$ cat src/rtl/fp_div_result_stage.sv
// Result stage of the single-precision FP divider: special-case resolution, exponent
// range check, exception flags and a valid/ready output FIFO. Optional: FP_DIV_STICKY_FLAGS_EN.
`timescale 1ns/1ps
module fp_div_result_stage #(
  parameter int unsigned DEPTH = 4
) (
  input  logic        Clk,
  input  logic        Reset_n,
  input  logic        InValid,
  output logic        InReady,
  input  logic [31:0] InA,
  input  logic [31:0] InB,
  input  logic [31:0] DivOut,
  output logic        OutValid,
  input  logic        OutReady,
  output logic [31:0] Out,
  output logic [3:0]  Flags
`ifdef FP_DIV_STICKY_FLAGS_EN
  ,
  input  logic        FlagClr,
  output logic [3:0]  StickyFlags
`endif
);

  localparam int unsigned PTR_W = $clog2(DEPTH);
  localparam logic [PTR_W:0] FULL_COUNT = (PTR_W + 1)'(DEPTH);
  localparam logic [31:0] QNAN = 32'h7FC0_0000;

  logic [PTR_W-1:0] wr_ptr, rd_ptr;
  logic [PTR_W:0]   count;
  logic [35:0]      mem [DEPTH];

  logic        push, pop;
  logic [7:0]  ea, eb;
  logic [22:0] ma, mb;
  logic        sign;
  logic        a_zero, a_inf, a_nan, b_zero, b_inf, b_nan;
  logic [9:0]  e_full;
  logic        e_ovf, e_unf;
  logic [31:0] result;
  logic [3:0]  flags_new;
  logic        unused_div_bits;

  assign unused_div_bits = ^DivOut[31:23];

  assign ea   = InA[30:23];
  assign eb   = InB[30:23];
  assign ma   = InA[22:0];
  assign mb   = InB[22:0];
  assign sign = InA[31] ^ InB[31];

  // Denormals are flushed to zero: a zero exponent alone classifies as zero.
  assign a_zero = (ea == 8'd0);
  assign b_zero = (eb == 8'd0);
  assign a_inf  = (ea == 8'hFF) && (ma == '0);
  assign b_inf  = (eb == 8'hFF) && (mb == '0);
  assign a_nan  = (ea == 8'hFF) && (ma != '0);
  assign b_nan  = (eb == 8'hFF) && (mb != '0);

  // Two's complement 10-bit exponent; bit 9 set means negative.
  assign e_full = {2'b00, ea} - {2'b00, eb} + 10'd127 - {9'd0, (ma < mb)};
  assign e_ovf  = !e_full[9] && (e_full >= 10'd255);
  assign e_unf  = e_full[9] || (e_full == 10'd0);

  always_comb begin
    result    = '0;
    flags_new = '0;
    if (a_nan || b_nan || (a_zero && b_zero) || (a_inf && b_inf)) begin
      result    = QNAN;
      flags_new = 4'b1000;
    end else if (a_inf) begin
      result = {sign, 8'hFF, 23'd0};
    end else if (b_zero) begin
      result    = {sign, 8'hFF, 23'd0};
      flags_new = 4'b0100;
    end else if (a_zero || b_inf) begin
      result = {sign, 31'd0};
    end else if (e_ovf) begin
      result    = {sign, 8'hFF, 23'd0};
      flags_new = 4'b0010;
    end else if (e_unf) begin
      result    = {sign, 31'd0};
      flags_new = 4'b0001;
    end else begin
      result = {sign, e_full[7:0], DivOut[22:0]};
    end
  end

  assign InReady  = (count < FULL_COUNT);
  assign OutValid = (count != '0);
  assign push     = InValid && InReady;
  assign pop      = OutValid && OutReady;

  always_ff @(posedge Clk or negedge Reset_n) begin
    if (!Reset_n) begin
      wr_ptr <= '0;
      rd_ptr <= '0;
      count  <= '0;
    end else begin
      if (push) wr_ptr <= wr_ptr + PTR_W'(1);
      if (pop)  rd_ptr <= rd_ptr + PTR_W'(1);
      case ({push, pop})
        2'b10:   count <= count + 1'b1;
        2'b01:   count <= count - 1'b1;
        default: count <= count;
      endcase
    end
  end

  // Storage needs no reset: the head is masked to zero whenever count is zero.
  always_ff @(posedge Clk) begin
    if (push) mem[wr_ptr] <= {flags_new, result};
  end

  assign Out   = OutValid ? mem[rd_ptr][31:0]  : '0;
  assign Flags = OutValid ? mem[rd_ptr][35:32] : '0;

`ifdef FP_DIV_STICKY_FLAGS_EN
  always_ff @(posedge Clk or negedge Reset_n) begin
    if (!Reset_n) begin
      StickyFlags <= '0;
    end else if (push) begin
      StickyFlags <= (FlagClr ? 4'b0000 : StickyFlags) | flags_new;
    end else if (FlagClr) begin
      StickyFlags <= '0;
    end
  end
`endif

endmodule

$ cat config.mk
export PLATFORM = sky130hd
export DESIGN_NAME = fp_div_result_stage
export DESIGN_NICKNAME = d
export VERILOG_FILES = /design/src/rtl/fp_div_result_stage.sv
export SDC_FILE = /design/constraint.sdc
export NUM_CORES = 1
export LEC_CHECK = 0
export CORE_ASPECT_RATIO = 0.9
export CORE_MARGIN = 2
export CORE_UTILIZATION = 55
export DETAILED_ROUTE_END_ITERATION = 12
export GPL_ROUTABILITY_DRIVEN = 0
export MAX_ROUTING_LAYER = met4
export PLACE_DENSITY = 0.86
export SLEW_MARGIN = 10
export SYNTH_ARGS = -nofsm -noshare
export SYNTH_HDL_FRONTEND = slang
export SYNTH_SLANG_ARGS = --single-unit
$ cat constraint.sdc
create_clock -name Clk -period 2.9 [get_ports Clk]
set_input_delay 0.29 -clock Clk [delete_from_list [all_inputs] [get_ports Clk]]
set_output_delay 0.29 -clock Clk [all_outputs]
set_load 0.1 [all_outputs]
==> results by stage, run 1 <==
Global route:
- The number of global-route vias before repair is about 6.6k.
- The first global-routing pass estimated around 39000 um of wire.
- Entering global routing, the biggest net connects 39 pins.
- The remaining global-route overflow is 0.
- The combined global-route utilization of all metal layers is about a third.
- The initial antenna violation count was 0.

Drt:
- The count of antenna-violating nets left after detailed routing is 0.
- Using the TritonRoute via totals, the vias-per-cell ratio works out to ~6.4.
- The final route contains roughly 6.5k vias.
- Before antenna repair, the detailed router went through 6 iterations.
- Wires add up to between 20000 and 30000 um.
- The per-cell routed wire length is around 28 um.
- For this run, design rule violations remaining after detail routing come to 0.
- For this block, the initial DRC count from the detailed router was 748.

Clock network:
- The largest buffer count on any clock path is 2.
- Clock tree synthesis selected as its root buffer the cell clkbuf_16.
- Clock latency on the worst-skew pair, taken at its later pin, is between 400 and 500 ps.
- The clock-pin slew on the worst setup and hold paths is 60 ps.
- The TritonCTS sink count is around 150.
- The CTS tree is done.
- Hold repair after CTS inserted 0 buffers.
- Counting the buffers created by CTS gives 17.
- The level count of the clock H-tree is 4.

Critical path:
- The maximum single-stage delay on the critical path is 440 ps.
- The setup path with the least slack is of type primary input to register.
- Together, buffers and inverters on the worst path number 6.
- Of all nets on the critical path, the largest fanout is 5.
- STA puts the critical path data required time at around 3100 ps.
- Data arrives at the worst endpoint at 4350 ps.
- The worst setup path is launched from a primary input.
- Traced cell by cell, the critical path runs through clkdlybuf4s15_1 -> inv_2 -> ha_4 -> a21o_1 -> a21oi_2 -> nor2_1 -> a2111oi_2 -> nor2_1 -> a211o_1 -> ha_2 -> ha_4 -> inv_2 -> fa_2 -> nand2b_4 -> buf_12 -> a21oi_4 -> or4_4 -> o311ai_4 -> o32ai_4 -> and2_4 -> buf_12 -> buf_12 -> nor3_4.
- The worst setup path is captured at a register.
- The critical path runs through a total of 23 cells.
- The cell with the largest stage delay on the worst path is or4_4.
- The depth of the worst register-to-register path is 6.
- The kind of cell with the highest combined delay along the critical path is simple AND/OR/NAND/NOR gates.
- The library cell appearing most often on the critical path is buf_12.

Placement:
- The HPWL after detailed placement is between 10000 and 15000 um.
- The number of input and output port buffers inserted is 128.

Pwr:
- The total power after layout is 15.6 mW.
- Summed over all cells, the static leakage comes to ~4.7 nW.
- The power density over the cells is around 1300 mW/mm2.
- VDD sags by at most roughly 0.00089 V.

STA:
- The smallest hold slack is between 100 and 150 ps.
- The final worst slack is -1240 ps.
- The setup clock skew after layout is a little under 10 ps.
- The post-route minimum period is between 4000 and 5000 ps.
- After layout, the worst path uses 143% of the clock period.
- Setup repair after global routing could not meet its margin everywhere.
- The worst pin sits at a relative slew slack of 49.3%.
- The transition time of the tightest slew-check pin is 754 ps.
- The max-slew violation count came to 0.
- The maximum clock frequency is ~240 MHz.
- Setup violations remaining at the end of the flow were counted as 132.
- The final hold violation count is 0.

Synth:
- The number of warnings printed during yosys synthesis is 0.
- After synthesis, the mean cell area works out to 14.1 um2.
- The share of synthesized area in the top cell type comes to ~55%.
- The number of enable-type register cells in the synthesized netlist is between 100 and 150.
- The net count of the mapped netlist is 707.
- The library cell occupying the most area in the post-synthesis netlist is edfxtp_1.
- The netlist uses 51 different library cells.
- The async set-or-reset flop fraction in the synthesized netlist is 4.64%.
- The main flop type after synthesis is edfxtp_1.
- The post-synthesis sequential area ratio is 56.8%.
- Counting flops and latches in the post-synthesis netlist gives around 150.
- The number of cells produced by synthesis is ~560.
- By area the synthesized netlist is led by edfxtp_1 55%, mux4_2 10%, ha_1 6.8%.
- The mapped netlist covers 0.00792 mm2.

Finish:
- The area growth from synthesis to layout is 52.8%.
- The top cell types in the final layout, fill and taps aside, are 144 x edfxtp_1, 92 x buf_4, 47 x buf_12.
- The number of diodes added for antenna fixing is 0.
- Cells with a size suffix above 1 make up between 40% and 50% of the layout.
- The net count of the finished layout is 946.
- Leaving out fill and tap cells, the most frequent cell in the layout is edfxtp_1.

Floorplanning:
- The starting density of the core is a little under three fifths.
- From bottom edge to top edge, the die measures 118 um.
- The die covers 0.0154 mm2.
- The standard cell core area is between 0.01 and 0.015 mm2.
- The horizontal die dimension is 130 um.
- 138 I/O pins were placed.
- The cell row count is ~40.

Flow run:
- The count of max-cap constraint violations is 0.

Outcome:
- The checks that failed: setup timing.
- The run finished, with violations left.

Min path:
- In this run the worst hold path is classified as primary input to async pin.
## layer usage
metal	track usage [%]	part of all wire [%]
met1	40.8	34
met2	58.9	50
met3	7.32	9.6
met4	15.8	6.4
met5	-	0
## area by class of cell
cell class / count / area [um2]
sequential: 151 / 4500
multi-input combinational: 341 / 3910
timing repair buffer: 239 / 2580
fill: 579 / 1960
clock buffer: 18 / 429
tap: 193 / 241
clock inverter: 14 / 229
inverter: 50 / 200
## worst paths after layout
path | start | end | slack (ps)
max in group asynchronous | Reset_n | rd_ptr[0]$_DFFE_PN0P_ | 2470
min in group Clk | count[0]$_DFFE_PN0P_ | count[0]$_DFFE_PN0P_ | 520
max | InB[17] | mem[0][3]$_DFFE_PP_ | -1240
min | Reset_n | count[1]$_DFFE_PN0P_ | 140
min reg2reg | count[0]$_DFFE_PN0P_ | count[0]$_DFFE_PN0P_ | 520
max reg2reg | count[2]$_DFFE_PN0P_ | count[1]$_DFFE_PN0P_ | 650
## Yosys cell counts, types with 3 or more instances
master / count
nor4_1: 12
and2_1: 44
nand4_1: 11
nand2_1: 37
fa_1: 3
a21oi_1: 14
mux4_2: 36
edfxtp_1: 144
buf_2: 3
clkbuf_1: 12
xor2_1: 8
nor3_2: 20
inv_1: 50
nand3_1: 6
nor3_1: 9
a21o_1: 12
o21a_1: 3
o21ai_0: 13
a31oi_1: 3
xnor2_1: 7
or4_1: 4
ha_1: 43
nand2b_1: 4
o31ai_1: 7
nor2_1: 16
dfrtp_1: 7
## sequential cells by signal, indices dropped and copies added, names as in the netlist
name    flops
rd_ptr      2
wr_ptr      2
count       3
mem       144
## metrics by stage
| step | instances | setup TNS, ps | util, % | setup WS [ps] | area (um2) |
|---|---|---|---|---|---|
| finish | 1006 | -150210 | 86.1 | -1240 | 12100 |
| global placement | 948 | -237150 | 75.1 | -1850 | 10600 |
| detailed placement | 948 | -254420 | 75.1 | -2030 | 10600 |
| floorplan | 561 | -117190 | - | -960 | 8080 |
| global route | 1006 | -156380 | 86.1 | -1280 | 12100 |
| CTS | 999 | -119200 | 84.1 | -972 | 11800 |
## kinds of logic after synthesis
logic type / Yosys count / synth area share, %
buffers and inverters: 69 / 3.92
xor gates and xnor gates: 15 / 1.66
AOI/OAI and AO/OA: 67 / 6.40
adders and majority gates: 46 / 7.56
and+or+nand+nor: 177 / 13.4
DFF: 151 / 56.8
muxes: 36 / 10.2
## power breakdown
part / internal [mW] / switching [mW] / leakage (nW)
sequential: 3.02 / 0.178 / 1.41
clock: 1.61 / 0.924 / 0.311
combinational: 3.85 / 5.98 / 2.97
## what timing repair did
| item | 4_1_cts | 5_1_grt |
|---|---|---|
| pin swaps | 52 | 36 |
| setup endpoints to repair | 132 | 132 |
| resized for setup | 161 | 92 |
| setup buffers | 17 | 10 |
| gates cloned | 3 | 0 |
Power figures use the tool's default switching activity.
==> run 2, diff against run 1 <==
--- a/config.mk
+++ b/config.mk
@@ -5,7 +5,6 @@
 export SDC_FILE = /design/constraint.sdc
 export NUM_CORES = 1
 export LEC_CHECK = 0
-export CORE_ASPECT_RATIO = 0.9
 export CORE_MARGIN = 2
 export CORE_UTILIZATION = 55
 export DETAILED_ROUTE_END_ITERATION = 12
==> run 2 against run 1 <==
Against the previous run: the run still ends with setup timing left; sequential cell count is the same; first-iteration DRC count decreased by 8.6%; clock power fell by 5%; die area barely moved.
==> results by stage, run 2 (same netlist as run 1, synthesis figures left out) <==
Finish:
- The flip-flop count of the largest register after layout is 144.
- The fraction of final layout cells sized beyond drive strength 1 is a little over two fifths.
- The multi-input combinational cells in the finished layout cover a total of approximately 0.0038 mm2.
- The library cells used most frequently in the layout, excluding fill and tap cells, are 144 x edfxtp_1, 79 x buf_4, 47 x clkdlybuf4s50_1.
- The library cell used most frequently in the layout, excluding fill and tap cells, is edfxtp_1.
- Compared with the post-synthesis result, the final layout area differs by 51.0%.
- The largest registers in the layout are mem: 144 flops, count: 3 flops.
- The layout has approximately 590 filler cells.
- Cells fill 85.5% of the core in the end.
- The net count of the finished layout is between 900 and 1k.
- The footprint of the flip-flops and latches is ~0.0045 mm2.
- The register with the most flip-flops in the final layout is mem.

Clock network:
- The H-tree generated during clock tree synthesis spans 4 levels.
- The clock network latency to the later pin of the worst-skew pair is 430 ps.
- The root buffer cell is clkbuf_16.
- The number of CTS-inserted buffers is 17.
- No sink is reached through more buffers than the 2 on the longest clock path.
- TritonCTS built the clock tree.
- The clock-pin slew on the worst setup and hold paths is around 70 ps.
- The TritonCTS sink count is 151.

STA:
- The final worst slack is -1100 ps.
- The sum of negative setup slack is -134780 ps.
- The max-slew violation count is 0.
- The final hold violation count is 0.
- Setup repair after global routing could not meet its margin everywhere.
- The final number of setup-violating endpoints is ~130.
- The post-route minimum period is 4000 ps.
- The transition time of the tightest slew-check pin is approximately 920 ps.
- The maximum clock frequency is between 200 and 300 MHz.
- The final critical-path share of the clock period is 138%.
- The setup clock skew after layout is a little over 10 ps.
- The normalized max-slew margin is a little under two fifths.

Critical path:
- The signal on the critical path passes through dlygate4sd2_1 -> inv_2 -> ha_4 -> a21o_1 -> a21oi_2 -> nor2_1 -> a2111oi_4 -> nor2_1 -> a211o_1 -> ha_4 -> ha_4 -> buf_4 -> a211oi_4 -> nor3b_4 -> o31ai_1 -> o31ai_4 -> o32ai_4 -> and2_4 -> buf_12 -> nor3_4.
- The library cell appearing most often on the critical path is ha_4.
- At the worst endpoint, the required time is 3070 ps.
- Counting both buffers and inverters, the worst setup path holds a total of 4.
- In this run the worst path has a maximum fanout of 7.
- The capturing element type of the critical path is a register.
- The slowest stage of the critical path is the o31ai_1 cell.
- STA puts the critical path data arrival time at around 4200 ps.
- The kind of start point of the critical path is a primary input.
- The critical path in this run is classified as primary input to register.
- For this run, the slowest stage of the critical path takes 440 ps.
- The cell type group with the largest total delay on the critical path is compound AO/OA/AOI/OAI gates.
- Setup slack on the worst reg-to-reg path comes out at about 830 ps.

Placement:
- Once detailed placement completed, the half-perimeter wirelength came to 13400 um.
- The number of input and output port buffers inserted is roughly 130.

Global route:
- The pin count of the biggest net entering global routing is 38.
- The total overflow left after global routing is 0.
- The initial antenna violation count is 1.
- For this run, the total global-route usage over all layers was measured as between 30% and 40%.
- The number of global-route vias before repair is approximately 6.3k.
- The global-route wire length before repair is 36700 um.

Min path:
- The kind of path behind the tightest hold check is primary input to async pin.

Floorplanning:
- The die is between 100 and 150 um wide.
- The number of top-level pins is roughly 140.
- The overall die height is approximately 120 um.
- The starting density of the core is between 50% and 60%.
- The standard cell core area is 0.0140 mm2.
- The cell row count is 43.
- The die covers approximately 0.015 mm2.

Drt:
- The per-cell routed wire length is about 26 um.
- The ratio of routed vias to standard cells is roughly 6.4.
- The routed design has between 20000 and 30000 um of wire.
- The number of vias in the routed layout is 6250.
- The length of the first detailed-routing pass in iterations is 5.
- After detailed routing, the number of remaining DRC violations is 0.
- The count of antenna-violating nets left after detailed routing is 0.
- The initial DRC count is between 600 and 700.

Outcome:
- The final reports fail on setup timing.
- The flow ran to the end, but the final reports show violations.

Pwr:
- The combinational group share of total power is between 60% and 70%.
- The clock network burns ~16% of the power.
- Internal power comes to between 8 and 9 mW.
- The switching power share of the total is 46.3%.
- The net switching power of the design is 7.04 mW.
- Summed over all cells, the static leakage comes to between 4 and 5 nW.
- Power spread over the standard cell area amounts to 1270 mW/mm2.
- IR analysis of the VDD net gives a maximum drop of 0.000900 V.
- The share of total power dissipated in sequential elements is 21.2%.

Flow run:
- Max-cap violations in this run came to 0.
==> run 2: layout make-up <==
type | instances | share of cell area [%]
Tap cell | 180 | 1.88
Timing Repair Buffer | 227 | 21.5
Antenna cell | 1 | 0.0209
Multi-Input combinational cell | 341 | 32.1
Sequential cell | 151 | 37.6
Inverter | 50 | 1.70
Clock buffer | 17 | 3.56
Clock inverter | 15 | 1.68
==> run 2: path summary, 6_finish.rpt <==
| path | from | to | cells after the start |
|---|---|---|---|
| max | InB[17] | mem[2][21]$_DFFE_PP_ | 20 |
| min | Reset_n | wr_ptr[1]$_DFFE_PN0P_ | 1 |
| max reg2reg | count[2]$_DFFE_PN0P_ | mem[3][31]$_DFFE_PP_ | 3 |
| min reg2reg | count[1]$_DFFE_PN0P_ | count[1]$_DFFE_PN0P_ | 2 |
| max in group asynchronous | Reset_n | rd_ptr[0]$_DFFE_PN0P_ | 1 |
| min in group Clk | count[1]$_DFFE_PN0P_ | count[1]$_DFFE_PN0P_ | 2 |
==> run 2: layer usage <==
metal | track usage, % | vias up | wire [um] | part of all wire, %
met2 | 59.2 | 489 | 13300 | 53
met1 | 39.9 | 3077 | 8620 | 34
li1 | - | 2594 | - | -
met4 | 14.3 | 0 | 1180 | 4.6
met3 | 6.64 | 90 | 2160 | 8.6
met5 | - | - | 0 | 0
==> run 2: repair_timing <==
| action | CTS | global route |
|---|---|---|
| hold buffers | 0 | 0 |
| endpoints found under the setup margin | 132 | 132 |
| resized for setup | 143 | 69 |
| pin swaps | 49 | 49 |
| setup buffers | 19 | 9 |
| cloned | 4 | 0 |
==> run 2: power by group through the flow <==
stage               clock network (mW)  logic (mW)  registers (mW)
floorplan                            0        5.47            3.12
global placement                     0        8.17            3.18
detailed placement                   0        8.34            3.21
CTS                               2.36        9.21            3.19
global route                      2.49        9.87            3.25
finish                            2.40        9.59            3.22
==> run 2: metrics by stage <==
step | instances | worst slack (ps) | hold slack, ps | power, mW | area (um2)
after global placement | 922 | -1840 | 461 | 11.3 | 10400
final | 982 | -1100 | 131 | 15.2 | 12000
after global routing | 982 | -1280 | 133 | 15.6 | 12000
after CTS | 976 | -1070 | 121 | 14.8 | 11700
after floorplan | 561 | -960 | -5.59 | 8.58 | 8080
after detailed placement | 922 | -1980 | 488 | 11.5 | 10400
==> run 2: worst register-to-register path, cell delays in order, from the launching register on <==
cell and delay [ps]:
dfrtp_1 380, nor2b_1 460, and2_2 660, buf_12 280
